## src/rtl/int_arbiter.sv

```systemverilog
// int_arbiter: eight-source level interrupt gateway with priority arbitration,
// a claim/complete handshake and a small memory-mapped register file.
// Ports keep the names used by the core integration (clk, rst, *_i, *_o).

module int_arbiter #(
    parameter int NUM_SRC = 8
) (
    input  logic        clk,
    input  logic        rst,
    input  logic [7:0]  irq_src_i,
    input  logic        bus_we_i,
    input  logic        bus_re_i,
    input  logic [7:0]  bus_addr_i,
    input  logic [31:0] bus_wdata_i,
    output logic [31:0] bus_rdata_o,
    output logic [31:0] int_req_o,
    output logic [3:0]  int_id_o
);

    localparam logic [7:0] ADDR_PENDING = 8'h00;
    localparam logic [7:0] ADDR_ENABLE  = 8'h04;
    localparam logic [7:0] ADDR_THRESH  = 8'h08;
    localparam logic [7:0] ADDR_CLAIM   = 8'h0C;
    localparam logic [7:0] ADDR_PRIO    = 8'h10;

    typedef enum logic [3:0] {
        ST_IDLE    = 4'b0001,
        ST_ARB     = 4'b0010,
        ST_NOTIFY  = 4'b0100,
        ST_SERVICE = 4'b1000
    } state_t;

    state_t      r_state;
    logic [3:0]  r_curId;
    logic [7:0]  r_pending;
    logic [7:0]  r_inService;
    logic [7:0]  r_enable;
    logic [2:0]  r_threshold;
    logic [2:0]  r_prio [NUM_SRC];
    logic [7:0]  r_irqPrev;
    logic        r_gateArm;

    logic [7:0]  w_rise;
    logic [7:0]  w_eligible;
    logic        w_anyEligible;
    logic [2:0]  w_winIdx;
    logic [2:0]  w_bestPrio;
    logic        w_found;
    logic [3:0]  w_winId;
    logic [2:0]  w_curIdx;
    logic [7:0]  w_curMask;
    logic        w_claimRead;
    logic        w_completeHit;
    logic [31:0] w_prioWord;
    logic [31:0] w_readMux;
    logic        w_unusedBits;

    assign w_claimRead   = bus_re_i && (bus_addr_i == ADDR_CLAIM) && (r_state == ST_NOTIFY);
    assign w_completeHit = bus_we_i && (bus_addr_i == ADDR_CLAIM) && (r_state == ST_SERVICE)
                           && (bus_wdata_i[3:0] == r_curId);
    assign w_curIdx      = r_curId[2:0] - 3'd1;
    assign w_curMask     = 8'b1 << w_curIdx;
    assign w_winId       = {1'b0, w_winIdx} + 4'd1;
    assign w_anyEligible = |w_eligible;
    assign w_unusedBits  = ^{bus_wdata_i, r_curId[3]};

    // The first cycle after reset only loads the edge-detect copies, so a source
    // already high while reset was asserted is not mistaken for a new rising edge.
    assign w_rise = irq_src_i & ~r_irqPrev & ~r_inService & {8{r_gateArm}};

    // A source may interrupt only when pending, enabled and strictly above threshold.
    always_comb begin
        w_eligible = '0;
        for (int i = 0; i < NUM_SRC; i++) begin
            w_eligible[i] = r_pending[i] & r_enable[i] & (r_prio[i] > r_threshold);
        end
    end

    // Highest priority wins; the strict compare keeps the lowest index on ties.
    always_comb begin
        w_winIdx   = '0;
        w_bestPrio = '0;
        w_found    = 1'b0;
        for (int i = 0; i < NUM_SRC; i++) begin
            if (w_eligible[i] && (!w_found || (r_prio[i] > w_bestPrio))) begin
                w_found    = 1'b1;
                w_bestPrio = r_prio[i];
                w_winIdx   = 3'(i);
            end
        end
    end

    // Pack the per-source priority fields into their register image, gaps read as zero.
    always_comb begin
        w_prioWord = '0;
        for (int i = 0; i < NUM_SRC; i++) begin
            w_prioWord[4*i +: 3] = r_prio[i];
        end
    end

    // Select read data; a claim read only returns an id while a request is being offered.
    always_comb begin
        w_readMux = '0;
        case (bus_addr_i)
            ADDR_PENDING: w_readMux = {24'h0, r_pending};
            ADDR_ENABLE:  w_readMux = {24'h0, r_enable};
            ADDR_THRESH:  w_readMux = {29'h0, r_threshold};
            ADDR_CLAIM:   w_readMux = w_claimRead ? {28'h0, r_curId} : 32'h0;
            ADDR_PRIO:    w_readMux = w_prioWord;
            default:      w_readMux = '0;
        endcase
    end

    // Gateway: edge-detect sources into pending; a claim clears pending ahead of any same-cycle edge.
    always_ff @(posedge clk) begin
        if (rst) begin
            r_irqPrev   <= '0;
            r_gateArm   <= 1'b0;
            r_pending   <= '0;
            r_inService <= '0;
        end else begin
            r_irqPrev   <= irq_src_i;
            r_gateArm   <= 1'b1;
            r_pending   <= (r_pending | w_rise) & ~(w_claimRead ? w_curMask : 8'h00);
            r_inService <= (r_inService | (w_claimRead ? w_curMask : 8'h00))
                           & ~(w_completeHit ? w_curMask : 8'h00);
        end
    end

    // Software-writable configuration: enable mask, threshold and per-source priorities.
    always_ff @(posedge clk) begin
        if (rst) begin
            r_enable    <= '0;
            r_threshold <= '0;
            for (int i = 0; i < NUM_SRC; i++) begin
                r_prio[i] <= '0;
            end
        end else if (bus_we_i) begin
            if (bus_addr_i == ADDR_ENABLE) begin
                r_enable <= bus_wdata_i[7:0];
            end
            if (bus_addr_i == ADDR_THRESH) begin
                r_threshold <= bus_wdata_i[2:0];
            end
            if (bus_addr_i == ADDR_PRIO) begin
                for (int i = 0; i < NUM_SRC; i++) begin
                    r_prio[i] <= bus_wdata_i[4*i +: 3];
                end
            end
        end
    end

    // Read data is captured one cycle after the strobe and otherwise holds its last value.
    always_ff @(posedge clk) begin
        if (rst) begin
            bus_rdata_o <= '0;
        end else if (bus_re_i) begin
            bus_rdata_o <= w_readMux;
        end
    end

    // Arbitration FSM with registered request/id outputs; an offered request is never pre-empted.
    always_ff @(posedge clk) begin
        if (rst) begin
            r_state   <= ST_IDLE;
            r_curId   <= '0;
            int_req_o <= '0;
            int_id_o  <= '0;
        end else begin
            case (r_state)
                ST_IDLE: begin
                    int_req_o <= '0;
                    int_id_o  <= '0;
                    if (w_anyEligible) begin
                        r_state <= ST_ARB;
                    end
                end
                ST_ARB: begin
                    if (w_anyEligible) begin
                        r_curId   <= w_winId;
                        r_state   <= ST_NOTIFY;
                        int_req_o <= 32'h0000_0001;
                        int_id_o  <= w_winId;
                    end else begin
                        r_state   <= ST_IDLE;
                        int_req_o <= '0;
                        int_id_o  <= '0;
                    end
                end
                ST_NOTIFY: begin
                    if (w_claimRead) begin
                        r_state   <= ST_SERVICE;
                        int_req_o <= '0;
                        int_id_o  <= r_curId;
                    end else if (!w_eligible[w_curIdx]) begin
                        r_state   <= ST_IDLE;
                        int_req_o <= '0;
                        int_id_o  <= '0;
                    end
                end
                ST_SERVICE: begin
                    int_req_o <= '0;
                    if (w_completeHit) begin
                        r_state  <= ST_IDLE;
                        int_id_o <= '0;
                    end
                end
                default: begin
                    r_state   <= ST_IDLE;
                    int_req_o <= '0;
                    int_id_o  <= '0;
                end
            endcase
        end
    end

endmodule

```

## config.mk

```make
export PLATFORM = sky130hd
export DESIGN_NAME = int_arbiter
export DESIGN_NICKNAME = d
export VERILOG_FILES = /design/src/rtl/int_arbiter.sv
export SDC_FILE = /design/constraint.sdc
export NUM_CORES = 1
export LEC_CHECK = 0
export CAP_MARGIN = 10
export CORE_AREA = 10 10 118 120
export CTS_CLUSTER_SIZE = 25
export DETAILED_ROUTE_END_ITERATION = 12
export DIE_AREA = 0 0 128 130
export PLACE_DENSITY = 0.86
export SLEW_MARGIN = 10
export SYNTH_ARGS = -nofsm -noshare
export SYNTH_HDL_FRONTEND = slang
export SYNTH_SLANG_ARGS = --single-unit
export TNS_END_PERCENT = 50
```

## constraint.sdc

```tcl
create_clock -name clk -period 12.7 [get_ports clk]
set_input_delay 1.905 -clock clk [delete_from_list [all_inputs] [get_ports clk]]
set_output_delay 1.905 -clock clk [all_outputs]
set_load 0.02 [all_outputs]
```

==> flow_metrics.py, run 1 <==
metrics = {
    "floorplan": {
        "die_area_um2": 16600,
        "dieWidth_um": 128,
        "initial_core_util": 0.516,
        "fp.dieH_um": 130,
        "rows": 40,
        "fp.coreArea_um2": 11700,
        "io_pins": 120,
    },
    "timing": {
        "fmax_ghz": 0.0831,
        "finClkSkew_ns": 0.0122,
        "fin_crit_ns": 12.04,
        "setup_violations": 0,
        "final_max_slew_viol_count": 0,
        "hold_viol": 0,
        "slew_headroom": 0.208,
        "finalCritPeriodShare": 0.948,
        "worst_pin_slew_ns": 1.19,
        "finalWorstSetupSlack_ns": 0.663,
    },
    "clock_tree": {
        "htree_levels": 3,
        "cts_root_buf": "clkbuf_16",
        "clk_pin_slew_ns": 0.07,
        "cts.sinks": 99,
        "clock_path_buffers": 2,
        "cts_tree": "built",
        "cts_hold_buf": 0,
        "cts_buffers": 9,
        "clock_latency_ns": 0.36,
    },
    "setup_path": {
        "critPathRequiredTime_ns": 12.97,
        "path_buf_inv": 2,
        "cp-start-kind": "flop",
        "path_delay_family": "compound AO/OA/AOI/OAI gates",
        "crit_fanout": 14,
        "path_class": "reg -> reg",
        "slowest_delay_ns": 0.41,
        "path_common_cell": "ha_1",
        "worstSetupEndpointType": "flop",
        "cp_data_arrival_time_ns": 12.31,
        "worst_path_max_delay_cell": "inv_1",
    },
    "hold_path": {
        "hold_class": "reg -> reg",
    },
    "yosys": {
        "synth_compound_area_frac": 0.208,
        "synth_top_family_by_area": "compound AO/OA/AOI/OAI gates",
        "syn_avg_cell_area_um2": 9.43,
        "synth-simple-area-share": 0.193,
        "muxShareOfSynthArea": 0.0364,
        "seq_area_frac_synth": 0.367,
        "synth_seq_cells": 99,
        "yosys_warnings": 0,
        "synth_edf_count": 24,
        "async_flop_share": 0,
        "synth_ff_type": "dfxtp_1",
        "synth_area_um2": 6050,
        "synth_cells": 641,
        "yosysUniqueCellTypes": 77,
        "synthXorXnorAreaFrac": 0.0101,
        "synth_fa_ha_area_frac": 0.106,
    },
    "finish": {
        "num_antenna_cells": 0,
        "finalNetCount": 806,
        "drive_gt1_frac": 0.0876,
        "instances_no_fill": 855,
        "area_delta_synth_final_pct": 17.0,
        "stdcell_area_um2": 7080,
        "mostFrequentLayoutCells": "75 x dfxtp_1, 75 x clkdlybuf4s50_1, 58 x nor2_1",
    },
    "power": {
        "design_power_total_w": 0.000680,
        "power.leakage_nw": 2.77,
        "p_per_area_nw_per_um2": 96.0,
        "ir_drop_mv": 0.101,
    },
    "drt": {
        "vias": 5298,
        "drt-initial-drc-count": 454,
        "met3WireLength_um": 1680,
        "drc": 0,
        "ant_nets": 0,
        "wl_met1_um": 6690,
        "wl_per_cell_um": 19.3,
        "maxUsedRoutingLayer": "met4",
        "dr.pass1.iters": 5,
        "dr_wl_met2_um": 7770,
        "wirelength_um": 16500,
        "via_per_inst": 6.20,
    },
    "global_routing": {
        "grt_pass1_vias": 5171,
        "grt.total_usage": 0.193,
        "grt_start_max_net_pins": 75,
        "grt_pass1_wl_um": 26100,
        "antenna_found_initial": 0,
        "grt_overflow": 0,
    },
    "run_status": {
        "outcome": "complete, no violations",
    },
    "placement": {
        "port_buffers": 76,
        "place_ws_ns": 0.657,
        "place_area_um2": 6740,
        "gp_congestion": 0.970,
        "dpl.cell_count": 838,
        "hpwl_um": 12200,
    },
    "job": {
        "maxCapViolCount": 0,
    },
}
==> what timing repair did <==
action,CTS,global route
setup buffers,0,1
setup endpoints to repair,0,4
resized for setup,0,7
==> path summary, 6_finish.rpt <==
path	startpoint	end	slack, ns	cells after the start
max	r_threshold[2]$_SDFFE_PP0P_	int_id_o[2]$_SDFFE_PP0P_	0.66	58
min reg2reg	int_req_o[0]$_SDFFE_PP0P_	int_req_o[0]$_SDFFE_PP0P_	0.49	2
min	int_req_o[0]$_SDFFE_PP0P_	int_req_o[0]$_SDFFE_PP0P_	0.49	2
max reg2reg	r_threshold[2]$_SDFFE_PP0P_	int_id_o[2]$_SDFFE_PP0P_	0.66	58
==> power by group <==
part	leakage [nW]	switching, W	internal, W	total (W)
Sequential	0.837	0.00000941	0.000330	0.000340
Combinational	1.78	0.0000395	0.0000280	0.0000675
Clock	0.146	0.000130	0.000142	0.000272
Total	2.77	0.000179	0.000501	0.000680
==> per-stage QoR <==
step	setup TNS [ns]	hold slack [ns]	utilization
after CTS	0	0.484	0.601
after floorplan	0	0.474	-
after detailed placement	0	0.459	0.576
final	0	0.488	0.604
after global placement	0	0.474	0.576
after global routing	-0.00664	0.523	0.604
==> layer usage <==
metal / track usage / vias to the layer above
met1: 0.238 / 2529
li1: - / 2449
met2: 0.313 / 282
met4: 0.0742 / 0
met5: 0 / -
met3: 0.0552 / 38
==> sequential cells by signal, summed over array words and instances (netlist names), 4 cells and up <==
signal / count
bus_rdata_o: 26
r_prio: 24
r_enable: 8
r_inService: 8
r_irqPrev: 8
r_pending: 8
int_id_o: 4
r_curId: 4
r_state: 4
==> area by class of cell <==
type                       instances  area, um2
sequential                        99       2220
fill                             968       4630
tap                              147        184
clock buffer                      10        239
inverter                          21       82.6
timing repair buffer              79        778
multi-input combinational        493       3520
clock inverter                     6       52.6
==> synthesized netlist by cell type (all sizes together) (13+ instances only) <==
cell / count / area share
nand2: 22 / 0.014
and2: 26 / 0.027
a21oi: 17 / 0.014
buf: 46 / 0.054
nor3: 14 / 0.018
edfxtp: 24 / 0.12
ha: 51 / 0.11
mux2i: 13 / 0.022
inv: 20 / 0.012
a31oi: 28 / 0.030
clkbuf: 18 / 0.011
dfxtp: 75 / 0.25
nor2: 61 / 0.038
a22oi: 28 / 0.035
nand3: 23 / 0.019
nor2b: 30 / 0.032
o21ai: 24 / 0.020
==> kinds of logic (layout without fill, tap and decap cells) <==
kind of cell	count (synthesis)	in the layout
AOI/OAI and AO/OA	167	167
and+or+nand+nor	210	210
buffers and inverters	85	116
muxes	21	21
xor gates and xnor gates	7	7
DFF	99	99
other	1	37
adders and majority gates	51	51
==> tightest hold or removal path: cells and delay by family, from the launching register on <==
family | cells | cell delay [ns]
and+or+nand+nor | 1 | 0.06
DFF | 1 | 0.32
AOI/OAI and AO/OA | 1 | 0.06
Note: power is estimated with default switching activity, not from simulation.
==> inputs of run 2 (changes only) <==
- CORE_AREA: 10 10 118 120 -> 10 10 116 118
- DIE_AREA: 0 0 128 130 -> 0 0 126 128
- PLACE_DENSITY: 0.86 -> 0.88
- clock period: 12.7 -> 14.4 ns (I/O delays scaled with it)
==> run 2 against run 1 <==
Compared with the run above:
- power is 7.1% lower
- critical path depth did not move
- routed wire length is 3.1% higher
- clock power about the same
- hold slack got worse by 0.0045 ns
- register-to-register slack gained 0.96 ns
- combinational power down 11%
- first-iteration DRC count is 6.4% higher
- die area down 3.1%
- largest power group unchanged
==> flow_metrics.py, run 2 (synthesis results as in run 1) <==
metrics = {
    "run_status": {
        "outcome": "complete, no violations",
    },
    "setup_path": {
        "crit_fanout": 14,
        "worstSetupEndpointType": "flop",
        "cp_data_arrival_time_ns": 13.05,
        "slowest_delay_ns": 0.47,
        "endpoint": "r_curId[2]$_SDFFE_PP0P_",
        "r2r-start": "r_threshold[1]$_SDFFE_PP0P_",
        "critPathRequiredTime_ns": 14.67,
        "path_class": "reg -> reg",
        "rr_worst_depth": 58,
        "timing.rr.end": "r_curId[2]$_SDFFE_PP0P_",
        "crit_start": "r_threshold[1]$_SDFFE_PP0P_",
        "path_common_cell": "ha_1",
        "r2r_slack_ns": 1.62,
        "cp-start-kind": "flop",
        "worst_path_max_delay_cell": "a31oi_1",
    },
    "clock_tree": {
        "clock_path_buffers": 2,
        "htree_levels": 3,
        "cts_tree": "built",
        "clk_pin_slew_ns": 0.07,
        "cts-resized-gates": 0,
        "cts_hold_buf": 0,
        "clock_latency_ns": 0.35,
        "cts_setup_buffers": 0,
        "cts_buffers": 9,
        "cts_root_buf": "clkbuf_16",
        "cts.sinks": 99,
    },
    "power": {
        "pwr-share-clk": 0.430,
        "power.internal_w": 0.000478,
        "p_comb_frac": 0.095,
        "ir_drop_mv": 0.0754,
        "p_switching_w": 0.000154,
        "p_per_area_nw_per_um2": 89.2,
        "design_power_total_w": 0.000632,
        "swShare": 0.243,
        "power_frac_seq": 0.475,
        "power.leakage_nw": 2.78,
    },
    "placement": {
        "port_buffers": 76,
        "gp_congestion": 0.913,
        "place_ws_ns": 2.28,
        "hpwl_um": 12500,
    },
    "timing": {
        "final_max_slew_viol_count": 0,
        "setup_violations": 0,
        "finalWorstSetupSlack_ns": 1.62,
        "fin_crit_ns": 12.78,
        "worst_pin_slew_ns": 1.14,
        "slew_headroom": 0.240,
        "finalSetupTns_ns": 0,
        "grt_setup_unrepaired": "no",
        "holdWs_ns": 0.484,
        "finClkSkew_ns": 0.00970,
        "finalCritPeriodShare": 0.888,
        "hold_viol": 0,
        "fmax_ghz": 0.0782,
    },
    "drt": {
        "ant_nets": 0,
        "via_per_inst": 6.28,
        "vias": 5345,
        "drt-initial-drc-count": 483,
        "drc": 0,
        "wl_per_cell_um": 20.0,
        "dr.pass1.iters": 5,
        "wirelength_um": 17000,
    },
    "global_routing": {
        "grt_pass1_vias": 5408,
        "antenna_found_initial": 0,
        "grt_pass1_wl_um": 27200,
        "grt_overflow": 0,
        "grt.total_usage": 0.205,
        "grt_start_max_net_pins": 75,
    },
    "finish": {
        "top_register": "bus_rdata_o",
        "mostFrequentLayoutCells": "75 x dfxtp_1, 75 x clkdlybuf4s50_1, 60 x nor2_1",
        "num_antenna_cells": 0,
        "finalNetCount": 806,
        "largest_reg_flops": 26,
        "area_delta_synth_final_pct": 17.2,
        "drive_gt1_frac": 0.0763,
        "top_regs": "bus_rdata_o (26), r_prio (24)",
    },
    "floorplan": {
        "io_pins": 120,
        "die_area_um2": 16100,
        "rows": 39,
        "fp.dieH_um": 128,
        "initial_core_util": 0.539,
        "dieWidth_um": 126,
        "fp.coreArea_um2": 11200,
    },
    "job": {
        "maxCapViolCount": 0,
    },
    "hold_path": {
        "hold_depth": 2,
        "hold_class": "reg -> reg",
    },
}
[run 2: layout make-up]
| type | instances | area [um2] |
|---|---|---|
| sequential | 99 | 2220 |
| inverter | 21 | 78.8 |
| timing repair buffer | 79 | 778 |
| clock buffer | 13 | 293 |
| multi-input combinational | 493 | 3490 |
| tap | 143 | 179 |
| clock inverter | 3 | 47.5 |
| fill | 952 | 4140 |
[run 2: how the worst min path moves through the flow]
stage	start	to	slack [ns]
global route	int_id_o[1]$_SDFFE_PP0P_	int_id_o[1]$_SDFFE_PP0P_	0.52
detailed placement	int_id_o[1]$_SDFFE_PP0P_	int_id_o[1]$_SDFFE_PP0P_	0.47
floorplan	r_curId[3]$_SDFFE_PP0P_	r_curId[3]$_SDFFE_PP0P_	0.47
global placement	int_id_o[1]$_SDFFE_PP0P_	int_id_o[1]$_SDFFE_PP0P_	0.46
CTS	int_id_o[1]$_SDFFE_PP0P_	int_id_o[1]$_SDFFE_PP0P_	0.49
finish	int_id_o[1]$_SDFFE_PP0P_	int_id_o[1]$_SDFFE_PP0P_	0.48
[run 2: power by group through the flow]
stage,registers [W],logic (W),clock network [W]
6_report,0.000300,0.0000602,0.000271
5_1_grt,0.000301,0.0000656,0.000284
4_1_cts,0.000300,0.0000592,0.000274
3_5_place_dp,0.000306,0.0000580,0
3_3_place_gp,0.000305,0.0000548,0
2_1_floorplan,0.000302,0.0000443,0
[run 2: through the flow]
| step | cell area [um2] | cells | util |
|---|---|---|---|
| 2_1_floorplan | 6180 | 677 | - |
| 3_5_place_dp | 6740 | 835 | 0.601 |
| 6_report | 7080 | 851 | 0.631 |
| 5_1_grt | 7080 | 851 | 0.631 |
| 4_1_cts | 7080 | 851 | 0.631 |
| 3_3_place_gp | 6740 | 835 | 0.601 |
[run 2: routing by layer]
metal  GRT usage  up-vias  part of all wire
li1            -     2439                 -
met1       0.230     2548              0.39
met2       0.337      295              0.47
met3      0.0658       63             0.097
met4       0.117        0             0.041
met5           0        -                 0
[run 2: worst max-delay path: cells and delay by family (launching register included)]
kind                     cells  cell delay [ns]
AND/OR/NAND/NOR             11             2.12
AO/OA/AOI/OAI               35             6.88
flip-flops                   1             0.32
buffers and inverters        3             0.66
adder cells (fa/ha/maj)      9             2.71
